==> src/rtl/bp_me_cache_dma_to_cce_pkg.sv <==
// BedRock memory message and bsg_cache DMA packet types seen by the L2 DMA-to-CCE bridge.
package bp_me_cache_dma_to_cce_pkg;

  localparam int PADDR_W   = 40;
  localparam int LCE_ID_W  = 4;
  localparam int L2_DATA_W = 64;
  localparam int BLOCK_W   = 512;

  typedef enum logic [3:0] {
    e_bedrock_mem_rd    = 4'd0,
    e_bedrock_mem_wr    = 4'd1,
    e_bedrock_mem_uc_rd = 4'd2,
    e_bedrock_mem_uc_wr = 4'd3,
    e_bedrock_mem_pre   = 4'd4,
    e_bedrock_mem_amo   = 4'd5
  } bp_bedrock_mem_type_e;

  typedef enum logic [3:0] {
    e_bedrock_store   = 4'd0,
    e_bedrock_amoswap = 4'd1,
    e_bedrock_amoadd  = 4'd2
  } bp_bedrock_wr_subop_e;

  typedef enum logic [2:0] {
    e_bedrock_msg_size_1  = 3'd0,
    e_bedrock_msg_size_2  = 3'd1,
    e_bedrock_msg_size_4  = 3'd2,
    e_bedrock_msg_size_8  = 3'd3,
    e_bedrock_msg_size_16 = 3'd4,
    e_bedrock_msg_size_32 = 3'd5,
    e_bedrock_msg_size_64 = 3'd6
  } bp_bedrock_msg_size_e;

  typedef struct packed {
    logic [LCE_ID_W-1:0] lce_id;
  } bp_bedrock_mem_payload_s;

  typedef struct packed {
    bp_bedrock_mem_payload_s payload;
    bp_bedrock_msg_size_e    size;
    logic [PADDR_W-1:0]      addr;
    bp_bedrock_wr_subop_e    subop;
    bp_bedrock_mem_type_e    msg_type;
  } bp_bedrock_mem_header_s;

  typedef struct packed {
    logic [BLOCK_W-1:0]     data;
    bp_bedrock_mem_header_s header;
  } bp_bedrock_mem_msg_s;

  typedef struct packed {
    logic               write_not_read;
    logic [PADDR_W-1:0] addr;
  } bsg_cache_dma_pkt_s;

endpackage

==> src/rtl/bp_me_cache_dma_to_cce.sv <==
// Turns L2 DMA fill/evict packets into full-block BedRock mem commands, one transaction in flight.
// Evict words are gathered into a block buffer; fill blocks are scattered back one 64-bit word at a time.
module bp_me_cache_dma_to_cce
  import bp_me_cache_dma_to_cce_pkg::*;
#(
  parameter logic [LCE_ID_W-1:0] lce_id_p = '0
) (
  input  logic                   clk_i,
  input  logic                   reset_n_i,
  input  bsg_cache_dma_pkt_s     dma_pkt_i,
  input  logic                   dma_pkt_v_i,
  output logic                   dma_pkt_yumi_o,
  output logic [L2_DATA_W-1:0]   dma_data_o,
  output logic                   dma_data_v_o,
  input  logic                   dma_data_ready_i,
  input  logic [L2_DATA_W-1:0]   dma_data_i,
  input  logic                   dma_data_v_i,
  output logic                   dma_data_yumi_o,
  output bp_bedrock_mem_msg_s    mem_cmd_o,
  output logic                   mem_cmd_v_o,
  input  logic                   mem_cmd_ready_and_i,
  input  bp_bedrock_mem_msg_s    mem_resp_i,
  input  logic                   mem_resp_v_i,
  output logic                   mem_resp_yumi_o
);

  localparam int         WORDS     = BLOCK_W / L2_DATA_W;
  localparam logic [2:0] LAST_WORD = 3'(WORDS - 1);

  typedef enum logic [2:0] {S_IDLE, S_GATHER, S_SEND, S_WAIT, S_SCATTER} state_e;

  state_e               r_state, w_state_nxt;
  logic [2:0]           r_wc, w_wc_nxt;
  logic [PADDR_W-1:0]   r_addr, w_addr_nxt;
  logic                 r_wnr, w_wnr_nxt;
  logic [BLOCK_W-1:0]   r_buf;
  logic                 w_buf_word_we, w_buf_blk_we;
  logic                 w_unused;

  assign w_unused = ^{dma_pkt_i.addr[5:0], mem_resp_i.header};

  always_ff @(posedge clk_i or negedge reset_n_i) begin
    if (!reset_n_i) begin
      r_state <= S_IDLE;
      r_wc    <= '0;
      r_addr  <= '0;
      r_wnr   <= 1'b0;
    end else begin
      r_state <= w_state_nxt;
      r_wc    <= w_wc_nxt;
      r_addr  <= w_addr_nxt;
      r_wnr   <= w_wnr_nxt;
    end
  end

  // Block buffer carries no reset: every path fully overwrites it before it is read.
  always_ff @(posedge clk_i) begin
    if (w_buf_blk_we)
      r_buf <= mem_resp_i.data;
    else if (w_buf_word_we)
      r_buf[{r_wc, 6'b0} +: L2_DATA_W] <= dma_data_i;
  end

  always_comb begin
    w_state_nxt     = r_state;
    w_wc_nxt        = r_wc;
    w_addr_nxt      = r_addr;
    w_wnr_nxt       = r_wnr;
    w_buf_word_we   = 1'b0;
    w_buf_blk_we    = 1'b0;
    dma_pkt_yumi_o  = 1'b0;
    dma_data_yumi_o = 1'b0;
    dma_data_v_o    = 1'b0;
    dma_data_o      = '0;
    mem_cmd_v_o     = 1'b0;
    mem_cmd_o       = '0;
    mem_resp_yumi_o = 1'b0;

    unique case (r_state)
      S_IDLE: begin
        dma_pkt_yumi_o = dma_pkt_v_i;
        if (dma_pkt_v_i) begin
          w_addr_nxt  = {dma_pkt_i.addr[PADDR_W-1:6], 6'b0};
          w_wnr_nxt   = dma_pkt_i.write_not_read;
          w_wc_nxt    = '0;
          w_state_nxt = dma_pkt_i.write_not_read ? S_GATHER : S_SEND;
        end
      end
      S_GATHER: begin
        dma_data_yumi_o = dma_data_v_i;
        if (dma_data_v_i) begin
          w_buf_word_we = 1'b1;
          w_wc_nxt      = r_wc + 3'd1;
          if (r_wc == LAST_WORD)
            w_state_nxt = S_SEND;
        end
      end
      S_SEND: begin
        mem_cmd_v_o                       = 1'b1;
        mem_cmd_o.header.msg_type         = r_wnr ? e_bedrock_mem_wr : e_bedrock_mem_rd;
        mem_cmd_o.header.subop            = e_bedrock_store;
        mem_cmd_o.header.size             = e_bedrock_msg_size_64;
        mem_cmd_o.header.addr             = r_addr;
        mem_cmd_o.header.payload.lce_id   = lce_id_p;
        mem_cmd_o.data                    = r_wnr ? r_buf : '0;
        if (mem_cmd_ready_and_i)
          w_state_nxt = S_WAIT;
      end
      S_WAIT: begin
        mem_resp_yumi_o = mem_resp_v_i;
        if (mem_resp_v_i) begin
          if (r_wnr) begin
            w_state_nxt = S_IDLE;
          end else begin
            w_buf_blk_we = 1'b1;
            w_wc_nxt     = '0;
            w_state_nxt  = S_SCATTER;
          end
        end
      end
      S_SCATTER: begin
        dma_data_v_o = 1'b1;
        dma_data_o   = r_buf[{r_wc, 6'b0} +: L2_DATA_W];
        if (dma_data_ready_i) begin
          w_wc_nxt = r_wc + 3'd1;
          if (r_wc == LAST_WORD)
            w_state_nxt = S_IDLE;
        end
      end
      default: w_state_nxt = S_IDLE;
    endcase
  end

`ifndef SYNTHESIS
  a_resp_type: assert property (@(posedge clk_i) disable iff (!reset_n_i)
    (r_state == S_WAIT && mem_resp_v_i) |->
      (mem_resp_i.header.msg_type == (r_wnr ? e_bedrock_mem_wr : e_bedrock_mem_rd)))
    else $error("mem_resp msg_type does not match outstanding command");
  a_resp_size: assert property (@(posedge clk_i) disable iff (!reset_n_i)
    (r_state == S_WAIT && mem_resp_v_i) |-> (mem_resp_i.header.size == e_bedrock_msg_size_64))
    else $error("mem_resp size is not a full block");
  a_stray_evict: assert property (@(posedge clk_i) disable iff (!reset_n_i)
    dma_data_v_i |-> (r_state == S_GATHER))
    else $warning("evict data valid outside gather; ignored");
`endif

endmodule

==> config.mk <==
export PLATFORM = sky130hd
export DESIGN_NAME = bp_me_cache_dma_to_cce
export DESIGN_NICKNAME = d
export VERILOG_FILES = /design/src/rtl/bp_me_cache_dma_to_cce_pkg.sv /design/src/rtl/bp_me_cache_dma_to_cce.sv
export SDC_FILE = /design/constraint.sdc
export NUM_CORES = 1
export LEC_CHECK = 0
export CELL_PAD_IN_SITES_DETAIL_PLACEMENT = 0
export CELL_PAD_IN_SITES_GLOBAL_PLACEMENT = 1
export CORE_AREA = 5 5 510 512
export DETAILED_ROUTE_END_ITERATION = 8
export DIE_AREA = 0 0 515 517
export PLACE_DENSITY_LB_ADDON = 0.1
export SKIP_LAST_GASP = 1
export SLEW_MARGIN = 20
export SYNTH_ARGS = -nofsm -noshare
export SYNTH_HDL_FRONTEND = slang
export SYNTH_SLANG_ARGS = --single-unit
==> constraint.sdc <==
create_clock -name clk_i -period 12.4 [get_ports clk_i]
set_input_delay 3.1 -clock clk_i [delete_from_list [all_inputs] [get_ports clk_i]]
set_output_delay 3.1 -clock clk_i [all_outputs]
set_load 0.05 [all_outputs]
* Word-level counts from Yosys, hierarchy flattened
Index checks and enable logic that the tools add are counted.
** Cells by class
- Add/subtract/negate cells :: 2
- Multiply operators :: 0
- Divide/modulo/power cells :: 0
- Order comparisons :: 0
- Equality and inequality tests :: 13
- Shift operators :: 3
- Multiplexer cells :: 33
- Bitwise gates (word level) :: 0
- Reductions and logical operators :: 6
** Operator list (count)
- 512-bit two-way mux :: 3
- 567-bit two-way mux :: 1
- 512-bit bitwise mux :: 1
- 64-bit by 11-bit variable shift with 512-bit output (first input constant) :: 1
- 512-bit by 10-bit indexed part select with 64-bit output :: 1
- 64-bit by 11-bit indexed part select with 512-bit output :: 1
- 64-bit two-way mux :: 1
- 3-bit two-way mux :: 13
- 2-bit inequality test (second input constant) :: 8
- 3-bit one-hot mux with 5 select lines :: 1
- 3-bit one-hot mux with 4 select lines :: 1
- 1-bit two-way mux :: 11
- 9-bit negator with 11-bit output :: 1
- 7-bit AND reduction :: 1
- 3-bit by 2-bit equality test with 1-bit output (second input constant) :: 2
- 3-bit equality test (second input constant) :: 2
- 6-bit AND reduction :: 1
- 4-bit nonzero test :: 1
- 3-bit by 1-bit adder with 3-bit output (second input constant) :: 1
- 3-bit by 1-bit equality test with 1-bit output (second input constant) :: 1
- 3-bit zero test :: 1
- 2-bit two-way mux :: 1
- 2-bit AND reduction :: 1
- 2-bit nonzero test :: 1
** Word-level totals
- Bits in registers :: 553
- Latch bits :: 0
- RAM bits :: 0
- ROM bits :: 0
- Output and inout bits :: 636
- Word-level logic and storage cells :: 62
- Memories :: 0

* Depth between registers and ports, before layout
- Depth in word-level cells :: 5
- Depth in mapped cells :: 10
- Mapped depth without buffers :: 7

* Worst setup path before layout
OpenSTA, ideal clock, no wires.
- Path kind :: input-to-reg
- From :: input dma_data_v_i
- To :: register r_buf[256], enable pin
- Arrival time :: 9.797 ns
- Setup slack :: 1.941 ns
- Cell stages on the path :: 2
- Cell sequence :: nand3_1 o41ai_1
** On the way
- Word-level cells in the longest chain between the ends :: 3
** Ends and longest elaborated chain
- start, declared :: line bp_me_cache_dma_to_cce.sv:17 : input logic dma_data_v_i,
- 1-bit two-way mux :: line bp_me_cache_dma_to_cce.sv:91 : if (dma_data_v_i) begin
- 1-bit two-way mux :: line bp_me_cache_dma_to_cce.sv:79 : unique case (r_state)
- 2-bit nonzero test (no line)
- end signal, assigned :: line bp_me_cache_dma_to_cce.sv:59 : r_buf <= mem_resp_i.data;
- end signal, assigned by index :: line bp_me_cache_dma_to_cce.sv:61 : r_buf[{r_wc, 6'b0} +: L2_DATA_W] <= dma_data_i;
- end, declared :: line bp_me_cache_dma_to_cce.sv:36 : logic [BLOCK_W-1:0] r_buf;
Every way passes these cells.
A chain may end at the register's enable or synchronous reset.

* Worst setup path after layout
- From :: input dma_pkt_v_i
- To :: output dma_pkt_yumi_o
** On the way
- Word-level cells in the longest chain between the ends :: 1
** Ends and longest elaborated chain
- start, declared :: line bp_me_cache_dma_to_cce.sv:11 : input logic dma_pkt_v_i,
- 1-bit two-way mux :: line bp_me_cache_dma_to_cce.sv:79
- end, declared :: line bp_me_cache_dma_to_cce.sv:12 : output logic dma_pkt_yumi_o,
Every way passes these cells.

==> impl_metrics.tcl <==
set metrics [dict create \
    cts_hold_buffers 0 \
    drtPass1Iterations 5 \
    initial_utilization_pct 12.4 \
    clock_path_buffers 3 \
    die_area_sq_um 266000 \
    drive_above_1_share_pct 9.63 \
    track_usage_pct 18.6 \
    synthTopCellsByArea "edfxtp_1 (49%), and3_1 (10%), mux4_2 (9.1%)" \
    grt-ovfl-total 0 \
    synth_compound_area_share_pct 13.0 \
    synthMuxAreaShare_pct 10.5 \
    worstSetupPathType "in -> out" \
    slew_headroom_pct 18.5 \
    area.growth.synth_to_final_pct 59.6 \
    timing.rr.start "r_wc[0]" \
    arrival_ps 5190 \
    cts_setup_buffers 0 \
    yosys.area_share.simple_pct 19.4 \
    synth_warnings 0 \
    fin_ws_ps 4110 \
    r2r-end "r_buf[321]" \
    cts_tree "yes" \
    numCtsBuffers 87 \
    antenna_found_initial 117 \
    vias 29900 \
    remaining_drc_errors 0 \
    holdPathEnd "r_addr[9]" \
    syn_avg_cell_area_sq_um 11.2 \
    cp_data_required_time_ps 9300 \
    synth_top_family_by_area "simple AND/OR/NAND/NOR gates" \
    pre_cts_ws_ps 4060 \
    setup-violations-final 0 \
    routed_wirelength_mm 259 \
    ant_nets 0 \
    fin_nets 4572 \
    grt_pass1_wl_mm 333 \
    cts_resized 0 \
    cts_max_level 3 \
    hold_class "reg -> reg" \
    finalMaxSlewViolations 0 \
    synth_edf_count 512 \
    clock_latency_ps 720 \
    synthAdderAreaFrac_pct 0.278 \
    synth_xor_area_share_pct 0 \
    routabilityCongestion 0.771 \
    tns_ps 0 \
    syn_inst 2811 \
    maxCapViolations 0 \
    status "complete, no violations" \
    rsz0062_at_grt "false" \
    io_buffer_count 1235 \
    cts_root_buf "clkbuf_16" \
    worst_slew_pin_slew_ps 1220 \
    ys_types 39 \
    min_path_cells 1 \
    vias_per_cell 4.06 \
    critPathLaunchType "input pin" \
    io_pins 1315 \
    row_count 186 \
    powerDensity_nw_per_um2 228 \
    fin_crit_ps 8290 \
    worst_r2r_path_depth 8 \
    skew_ps 41.4 \
    grt_max_degree 174 \
    synth_top_cell_by_area "edfxtp_1" \
    dp_cells 7181 \
    ys_seq_elements 553 \
    clock_sinks 553 \
    cp-end-kind "primary output" \
    worst_ir_drop_vdd_v 0.000252 \
    synth-async-reset-ratio_pct 7.41 \
    fmax_mhz 121 \
    crit_fanout 36 \
    period_share_pct 66.9 \
    fp.dieH_um 517 \
    hold_viol_final 0 \
    yosys.area.top_type_share_pct 48.7 \
    synth_area_sq_um 31500 \
    synthFlopType "edfxtp_1" \
    core_area_sq_um 255000 \
    place_hpwl_mm 187 \
    path_clk_slew_ps 50 \
    fin_hold_ws_ps 498 \
    grt_pass1_vias 31900 \
    worst-r2r-setup-slack_ps 7830 \
    min-delay-start "r_addr[9]" \
    final_cells 7366 \
    drt_iter0_drc 1882 \
    total_leakage_power_nw 17.6 \
    synth_seq_area_share_pct 52.0 \
    post_drt_wl_per_cell_um 35.1 \
    die_x_um 515 \
]
==> area by class of cell <==
type / instances / area [sq um]
Clock inverter: 51 / 502
Inverter: 5 / 21.3
Multi-Input combinational cell: 1938 / 13800
Tap cell: 3384 / 4230
Clock buffer: 109 / 2290
Timing Repair Buffer: 1301 / 13000
Sequential cell: 553 / 16400
Fill cell: 28000 / 205000
Antenna cell: 25 / 62.6
==> through the flow <==
step / instance area [sq um] / power, mW / util, %
global route: 50300 / 12.0 / 19.7
global placement: 47500 / 9.14 / 18.6
CTS: 50300 / 11.8 / 19.7
floorplan: 31600 / 6.29 / -
detailed placement: 47500 / 9.12 / 18.6
finish: 50400 / 11.5 / 19.7
==> critical path: stages <==
cell             delay (ps)
clkdlybuf4s50_1         460
nand2b_1                100
nor3_4                  120
buf_4                   470
clkdlybuf4s50_1         910
==> worst max path at each step <==
stage | from | endpoint | cells after the start
after floorplan | dma_data_v_i | r_buf[256] | 2
after CTS | dma_pkt_v_i | dma_pkt_yumi_o | 5
after global placement | dma_pkt_v_i | dma_pkt_yumi_o | 5
after global routing | dma_pkt_v_i | dma_pkt_yumi_o | 5
final | dma_pkt_v_i | dma_pkt_yumi_o | 5
after detailed placement | dma_pkt_v_i | dma_pkt_yumi_o | 5
==> registers in the layout, indices dropped and copies added (netlist names) <==
register,count
r_wnr,1
r_state,3
r_buf,512
r_wc,3
r_addr,34
==> cell usage after synthesis, drive strengths merged, types with 2 or more instances <==
cell type	n
clkbuf	195
nand3b	4
a21o	6
nor2	11
mux2	37
nand4b	3
buf	137
nor2b	2
nand2	456
nand2b	116
a22o	194
edfxtp	512
a21oi	66
and2	36
mux4	128
dfrtp	41
nor3	5
and3	513
inv	5
ha	7
nand3	5
o31ai	159
o21ai	166
==> logic make-up (layout without fill, tap and decap cells) <==
group                    after synthesis  after routing
AO/OA/AOI/OAI                        592            592
other                                  1             43
flip-flops                           553            553
buffers and inverters                337           1466
multiplexers                         165            165
AND/OR/NAND/NOR                     1156           1156
adder cells (fa/ha/maj)                7              7
==> metal layers <==
| layer | GRT usage, % | vias up | part of all wire (%) |
|---|---|---|---|
| met4 | 3.70 | 98 | 1.9 |
| met5 | 0 | - | 0.25 |
| met3 | 6.98 | 311 | 9.1 |
| li1 | - | 12800 | - |
| met2 | 32.7 | 1223 | 49 |
| met1 | 21.6 | 15400 | 39 |
==> power breakdown <==
group          internal [mW]  switching [mW]  total [mW]
clock                   1.48            1.06        2.54
combinational           1.91            4.24        6.16
sequential              2.49           0.290        2.78
total                   5.87            5.60        11.5
==> cell usage in the layout (no fill, tap or decap), drive strengths merged, types with 67 or more instances in the layout <==
master,count
nand2,456
mux4,128
clkdlybuf4s50,1234
o31ai,159
clkbuf,109
buf,67
nand2b,116
and3,513
a22o,194
o21ai,166
edfxtp,512
Note: power is estimated with default switching activity, not from simulation.
